<file path="config.mk">
export PLATFORM = sky130hd
export DESIGN_NAME = pim_dp_sequencer_flat
export DESIGN_NICKNAME = d
export VERILOG_FILES = /design/src/rtl/pim_dp_sequencer_pkg.sv /design/src/rtl/pim_dp_sequencer_if.sv /design/src/rtl/pim_dp_sequencer.sv /design/src/flat_wrapper.sv
export SDC_FILE = /design/constraint.sdc
export NUM_CORES = 1
export LEC_CHECK = 0
export BUFFER_PORTS_ARGS = -buffer_cell sky130_fd_sc_hd__buf_2
export CORE_AREA = 2 2 89 91
export DETAILED_ROUTE_END_ITERATION = 7
export DIE_AREA = 0 0 91 93
export PLACE_DENSITY_LB_ADDON = 0.12
export SLEW_MARGIN = 15
export SYNTH_ARGS = -nofsm -noshare
export SYNTH_HDL_FRONTEND = slang
export SYNTH_SLANG_ARGS = --single-unit
</file>
<file path="constraint.sdc">
create_clock -name clk -period 1.81 [get_ports clk]
set_input_delay 0.2715 -clock clk [delete_from_list [all_inputs] [get_ports clk]]
set_output_delay 0.2715 -clock clk [all_outputs]
set_load 0.03 [all_outputs]
</file>
<file path="src/rtl/pim_dp_sequencer_pkg.sv">
// pim_dp_sequencer_pkg: command encodings, opcode width and FSM states for the PIM datapath sequencer
package pim_dp_sequencer_pkg;
    localparam int OP_W = 2;
    typedef enum logic [1:0] {
        KIND_LOAD_A = 2'b00,
        KIND_LOAD_B = 2'b01,
        KIND_EXEC   = 2'b10,
        KIND_RSVD   = 2'b11
    } kind_t;
    typedef enum logic [2:0] {
        S_IDLE,
        S_LD_SETUP,
        S_LD_STROBE,
        S_LD_HOLD,
        S_EX_SETTLE,
        S_RESP
    } state_t;
endpackage

</file>
<file path="src/rtl/pim_dp_sequencer_if.sv">
// pim_dp_sequencer_if: command and result valid/ready channels between command source and sequencer
interface pim_dp_sequencer_if #(parameter int DATA_W = 32);
    logic                                cmd_valid;
    logic                                cmd_ready;
    logic [1:0]                          cmd_kind;
    logic [DATA_W-1:0]                   cmd_data;
    logic [pim_dp_sequencer_pkg::OP_W-1:0] cmd_op;
    logic                                res_valid;
    logic                                res_ready;
    logic [DATA_W-1:0]                   res_data;
    modport master (
        output cmd_valid, cmd_kind, cmd_data, cmd_op, res_ready,
        input  cmd_ready, res_valid, res_data
    );
    modport slave (
        input  cmd_valid, cmd_kind, cmd_data, cmd_op, res_ready,
        output cmd_ready, res_valid, res_data
    );
endinterface

</file>
<file path="src/rtl/pim_dp_sequencer.sv">
// pim_dp_sequencer: turns LOAD/EXEC commands into two-register datapath control and returns EXEC results
module pim_dp_sequencer
    import pim_dp_sequencer_pkg::*;
#(
    parameter int DATA_W        = 32,
    parameter int SETTLE_CYCLES = 2,
    parameter int CNT_W         = 16
) (
    input  logic              clk,
    input  logic              rst,
    pim_dp_sequencer_if.slave bus,
    output logic              dp_reg_select,
    output logic [DATA_W-1:0] dp_load_data,
    output logic              dp_load_enable,
    output logic [OP_W-1:0]   dp_opcode,
    input  logic [DATA_W-1:0] dp_out,
    output logic              busy,
    output logic [CNT_W-1:0]  op_count
);
    localparam int SW = (SETTLE_CYCLES > 1) ? $clog2(SETTLE_CYCLES) : 1;

    state_t            state_q, state_d;
    logic              sel_q, sel_d;
    logic [DATA_W-1:0] data_q, data_d;
    logic [DATA_W-1:0] res_q, res_d;
    logic [OP_W-1:0]   op_q, op_d;
    logic [SW-1:0]     cnt_q, cnt_d;
    logic [CNT_W-1:0]  count_q, count_d;
    logic              accept;
    kind_t             kind;

    assign kind           = kind_t'(bus.cmd_kind);
    assign bus.cmd_ready  = (state_q == S_IDLE) && !rst;
    assign accept         = bus.cmd_valid && bus.cmd_ready;
    assign bus.res_valid  = state_q == S_RESP;
    assign bus.res_data   = res_q;
    assign dp_reg_select  = sel_q;
    assign dp_load_data   = data_q;
    assign dp_load_enable = state_q == S_LD_STROBE;
    assign dp_opcode      = op_q;
    assign busy           = state_q != S_IDLE;
    assign op_count       = count_q;

    // State and datapath-facing registers; reset aborts any sequence in flight
    always_ff @(posedge clk) begin
        if (rst) begin
            state_q <= S_IDLE;
            sel_q   <= 1'b0;
            data_q  <= '0;
            res_q   <= '0;
            op_q    <= '0;
            cnt_q   <= '0;
            count_q <= '0;
        end else begin
            state_q <= state_d;
            sel_q   <= sel_d;
            data_q  <= data_d;
            res_q   <= res_d;
            op_q    <= op_d;
            cnt_q   <= cnt_d;
            count_q <= count_d;
        end
    end

    // Next state: loads run setup/strobe/hold, execs settle then wait for the result handshake
    always_comb begin
        state_d = state_q;
        sel_d   = sel_q;
        data_d  = data_q;
        res_d   = res_q;
        op_d    = op_q;
        cnt_d   = cnt_q;
        count_d = count_q;
        case (state_q)
            S_IDLE: begin
                if (accept && (kind == KIND_LOAD_A || kind == KIND_LOAD_B)) begin
                    state_d = S_LD_SETUP;
                    sel_d   = bus.cmd_kind[0];
                    data_d  = bus.cmd_data;
                end else if (accept && kind == KIND_EXEC) begin
                    state_d = S_EX_SETTLE;
                    op_d    = bus.cmd_op;
                    cnt_d   = SW'(SETTLE_CYCLES - 1);
                end
            end
            S_LD_SETUP:  state_d = S_LD_STROBE;
            S_LD_STROBE: state_d = S_LD_HOLD;
            S_LD_HOLD: begin
                state_d = S_IDLE;
                count_d = count_q + CNT_W'(1);
            end
            S_EX_SETTLE: begin
                if (cnt_q == '0) begin
                    res_d   = dp_out;
                    state_d = S_RESP;
                end else begin
                    cnt_d = cnt_q - SW'(1);
                end
            end
            S_RESP: begin
                if (bus.res_ready) begin
                    state_d = S_IDLE;
                    count_d = count_q + CNT_W'(1);
                end
            end
            default: state_d = S_IDLE;
        endcase
    end
endmodule

</file>
<file path="src/flat_wrapper.sv">
// flat-port wrapper written by rule: the top's interface ports become plain ports
module pim_dp_sequencer_flat import pim_dp_sequencer_pkg::*;
#(
    parameter int DATA_W        = 32,
    parameter int SETTLE_CYCLES = 2,
    parameter int CNT_W         = 16
)
  (clk, rst, dp_reg_select, dp_load_data, dp_load_enable, dp_opcode, dp_out, busy, op_count, bus_cmd_valid, bus_cmd_kind, bus_cmd_data, bus_cmd_op, bus_res_ready, bus_cmd_ready, bus_res_valid, bus_res_data);
  pim_dp_sequencer_if #(.DATA_W(DATA_W)) bus_i ();
  input  logic clk;
  input  logic rst;
  output logic dp_reg_select;
  output logic [DATA_W-1:0] dp_load_data;
  output logic dp_load_enable;
  output logic [OP_W-1:0] dp_opcode;
  input  logic [DATA_W-1:0] dp_out;
  output logic busy;
  output logic [CNT_W-1:0] op_count;
  input wire logic [$bits(bus_i.cmd_valid)-1:0] bus_cmd_valid;
  input wire logic [$bits(bus_i.cmd_kind)-1:0] bus_cmd_kind;
  input wire logic [$bits(bus_i.cmd_data)-1:0] bus_cmd_data;
  input wire logic [$bits(bus_i.cmd_op)-1:0] bus_cmd_op;
  input wire logic [$bits(bus_i.res_ready)-1:0] bus_res_ready;
  output wire logic [$bits(bus_i.cmd_ready)-1:0] bus_cmd_ready;
  output wire logic [$bits(bus_i.res_valid)-1:0] bus_res_valid;
  output wire logic [$bits(bus_i.res_data)-1:0] bus_res_data;
  assign bus_i.cmd_valid = bus_cmd_valid;
  assign bus_i.cmd_kind = bus_cmd_kind;
  assign bus_i.cmd_data = bus_cmd_data;
  assign bus_i.cmd_op = bus_cmd_op;
  assign bus_i.res_ready = bus_res_ready;
  assign bus_cmd_ready = bus_i.cmd_ready;
  assign bus_res_valid = bus_i.res_valid;
  assign bus_res_data = bus_i.res_data;
  pim_dp_sequencer #(.DATA_W(DATA_W), .SETTLE_CYCLES(SETTLE_CYCLES), .CNT_W(CNT_W)) u_core (.clk(clk), .rst(rst), .bus(bus_i), .dp_reg_select(dp_reg_select), .dp_load_data(dp_load_data), .dp_load_enable(dp_load_enable), .dp_opcode(dp_opcode), .dp_out(dp_out), .busy(busy), .op_count(op_count));
endmodule
</file>
==> results.md <==
* Run status: completed
* Leak pwr at 2.00 nW
* Post-Syn Area at 3330 µm²
* Cell at the slowest stage of the critical path: or3_1
* Syn_area_per_cell at 8.11 µm²
* Power Density at 913 nW/µm²
* Core Util, Final at 60.2%
* R2R Setup Slk at 120 ps
* Placed Cells at 655
* Number of global-route vias before repair at 2830
* Post-Syn Instances at 410
* Post-synth top flop: dfxtp_1
* Non-filler cells, final at 670
* Max_slew headroom at 62.0%
* Syn Nets at 483
* CP max FO at 8
* Die Area at 8460 µm²
* Final worst slack at 57.5 ps
* Fraction of layout cells with a size suffix above 1 at 36.1%
* Hold Path Origin: bus_cmd_data[23]
* Endpoint class of the critical path: primary output
* Startpoint class of the critical path: flip-flop
* Drc violations at 0
* Largest net degree at the start of global routing at 91
* Clock buffer depth at 2
* N_diodes at 0
* TritonCTS clock tree: built
* Cell Chain, Critical Path: buf_4, or3_1, buf_4
* WL per Instance at 12.2 µm
* Routed Antenna Nets at 0
* Die X-Extent at 91 µm
* Cells on worst reg2reg path at 4
* Worst r2r src: u_core.op_count[6]$_SDFFE_PP0P_
* Io pins at 159
* Fin. Hold Viols at 0
* Clk Tree Root Cell: clkbuf_8
* Fill count at 707
* Post-DP HPWL at 5620 µm
* Worst skew pair latency at 350 ps
* Slew of the pin with the lowest slew margin at 556 ps
* Reg-to-Reg End: u_core.op_count[15]$_SDFFE_PP0P_
* Post-synth EDFFs at 0
* First DRT Iteration DRCs at 177
* Die H at 93 µm
* Ys async rst share at 0%
* Synth cell types at 37
* Vias per inst at 4.83
* Tcrit/Tclk final at 96.8%
* Synthesis-to-finish area growth at 36.3%
* Seq/Total Area, Yosys at 52.4%
* Cell repeated most along the worst path: buf_4
* CP Class: flip-flop to primary output
* Max Clk Rate at 0.571 GHz
* Routed wire length at 8180 µm
* Number of H-tree branching levels at 3
* Number of port buffers at 158
* First-pass GRT wire length at 12900 µm
* Fin Setup TNS at 0 ps
* Worst Path Arrival at 1480 ps
* Final Critical Period at 1750 ps
* Data required time of the worst path at 1540 ps
* Total CTS buffers at 9
* DR pass1 iterations at 4
* Worst Skew at 7.15 ps
* Routability cong. at 0.761
* Hold Crit Endpoint: u_core.dp_load_data[23]$_SDFFE_PP0P_
* Initial antenna violation count at 0
* Core footprint at 7530 µm²
* Final setup fails at 0
* WHS Path Cells at 3
* GRT Overall Usage at 18.5%
* NumNets Final at 637
* Hold WC Path Type: input pin to flip-flop
* Place WS at 40.5 ps
* Max Slew Vio Count at 0
* Crit-path max cell delay at 390 ps
* Reg clk slew, reported paths at 80 ps
* Maximum vdd drop at 0.487 mV
* Rows at 32
* Total congestion overflow at 0
* Initial Utilization at 44.2%
* CP top delay family: simple AND/OR/NAND/NOR gates
* Hold Buf Count CTS at 0
* Vias at 3235
* CTS sink cnt at 87
* Yosys Warn Count at 0
* Crit path buf inv count at 2
* Final hold slack at 151 ps
* #FFs+latches synth at 87
* Max Cap Viol at 0
## through the flow
step                cell area [µm²]  total power, W
floorplan                      3350         0.00248
global placement               4300         0.00272
detailed placement             4300         0.00273
CTS                            4510         0.00417
global route                   4530         0.00432
finish                         4530         0.00414
## layer usage
metal | up-vias | part of all wire (%) | GRT usage (%) | wire [µm]
met1 | 1434 | 44 | 23.7 | 3610
met3 | 12 | 8.0 | 5.08 | 653
li1 | 1667 | - | - | -
met2 | 122 | 46 | 29.2 | 3790
met5 | - | 0 | 0 | 0
met4 | 0 | 1.6 | 8.84 | 133
## cell type report
type | count | area [µm²] | area share (%)
clock inverters | 4 | 70.1 | 1.55
multi-input cells | 292 | 1500 | 33.1
repair buffers | 170 | 923 | 20.4
clock buffers | 11 | 141 | 3.12
flip-flops and latches | 87 | 1750 | 38.7
inverters | 4 | 15.0 | 0.331
well taps | 102 | 128 | 2.82
## state kept, by name, indices dropped and copies added (netlist names)
register / cells
u_core.dp_reg_select: 1
u_core.cnt_q: 1
u_core.dp_load_data: 32
u_core.state_q: 3
u_core.op_count: 16
u_core.dp_opcode: 2
u_core.bus.res_data: 32
## Yosys cell counts (4+ instances only)
master      n  area (µm²)
a21oi_1    71         355
buf_2       6        30.0
clkbuf_1   21        78.8
dfxtp_1    87        1740
inv_1       4        15.0
nand2_1   137         514
nand3b_1    4        30.0
nor2_1     14        52.6
nor2b_1     5        31.3
nor4_1      4        25.0
xnor2_1     7        61.3
## kinds of logic after synthesis
kind of cell | after synthesis | share of synthesized area (%)
buffers and inverters | 31 | 3.72
XOR/XNOR | 8 | 2.11
adder cells (fa/ha/maj) | 1 | 0.376
multiplexers | 6 | 1.92
AO/OA/AOI/OAI | 88 | 14.4
flip-flops | 87 | 52.4
AND/OR/NAND/NOR | 189 | 25.1
## worst max path at each step
stage | startpoint | to | slack, ps | depth (start not counted)
CTS | u_core.state_q[2]$_SDFFE_PP0P_ | bus_cmd_ready | 30 | 3
global placement | u_core.op_count[6]$_SDFFE_PP0P_ | u_core.op_count[15]$_SDFFE_PP0P_ | 100 | 4
detailed placement | u_core.state_q[0]$_SDFFE_PP0P_ | u_core.op_count[14]$_SDFFE_PP0P_ | 40 | 4
floorplan | u_core.op_count[10]$_SDFFE_PP0P_ | u_core.op_count[15]$_SDFFE_PP0P_ | 10 | 5
global route | u_core.state_q[0]$_SDFFE_PP0P_ | u_core.op_count[12]$_SDFFE_PP0P_ | -1 | 4
finish | u_core.state_q[0]$_SDFFE_PP0P_ | busy | 60 | 3
## power breakdown
part	total (W)	internal [W]	switching [W]
Clock	0.00145	0.000804	0.000648
Combinational	0.000647	0.000240	0.000407
Sequential	0.00204	0.00199	0.0000504
## layout by cell type, fill, tap and decap left out, types with 3 or more instances in the layout
cell	synthesis	final
buf_2	6	156
dfxtp_2	0	9
xnor2_1	7	7
nor2_1	14	14
nand3b_1	4	4
mux2i_1	3	3
and3b_1	3	3
a21oi_1	71	71
dfxtp_1	87	78
nand4_1	3	3
clkbuf_8	0	10
or4_1	3	3
a2111oi_0	3	3
buf_12	0	3
nor3_1	3	3
inv_1	4	4
mux2_2	3	3
buf_4	0	11
o31ai_1	3	3
o21ai_0	3	3
nor2b_1	5	5
nand2_1	137	137
## worst min-delay path: cells and delay by family
kind	cells	cell delay, ps
AO/OA/AOI/OAI	1	50
buffers and inverters	1	90
AND/OR/NAND/NOR	1	40
## what timing repair did
action | 4_1_cts | 5_1_grt
pin swaps | 0 | 0
buffers inserted | 0 | 0
setup endpoints to repair | 1 | 7
gates resized for setup | 1 | 8
(Power assumes the default switching activity.)
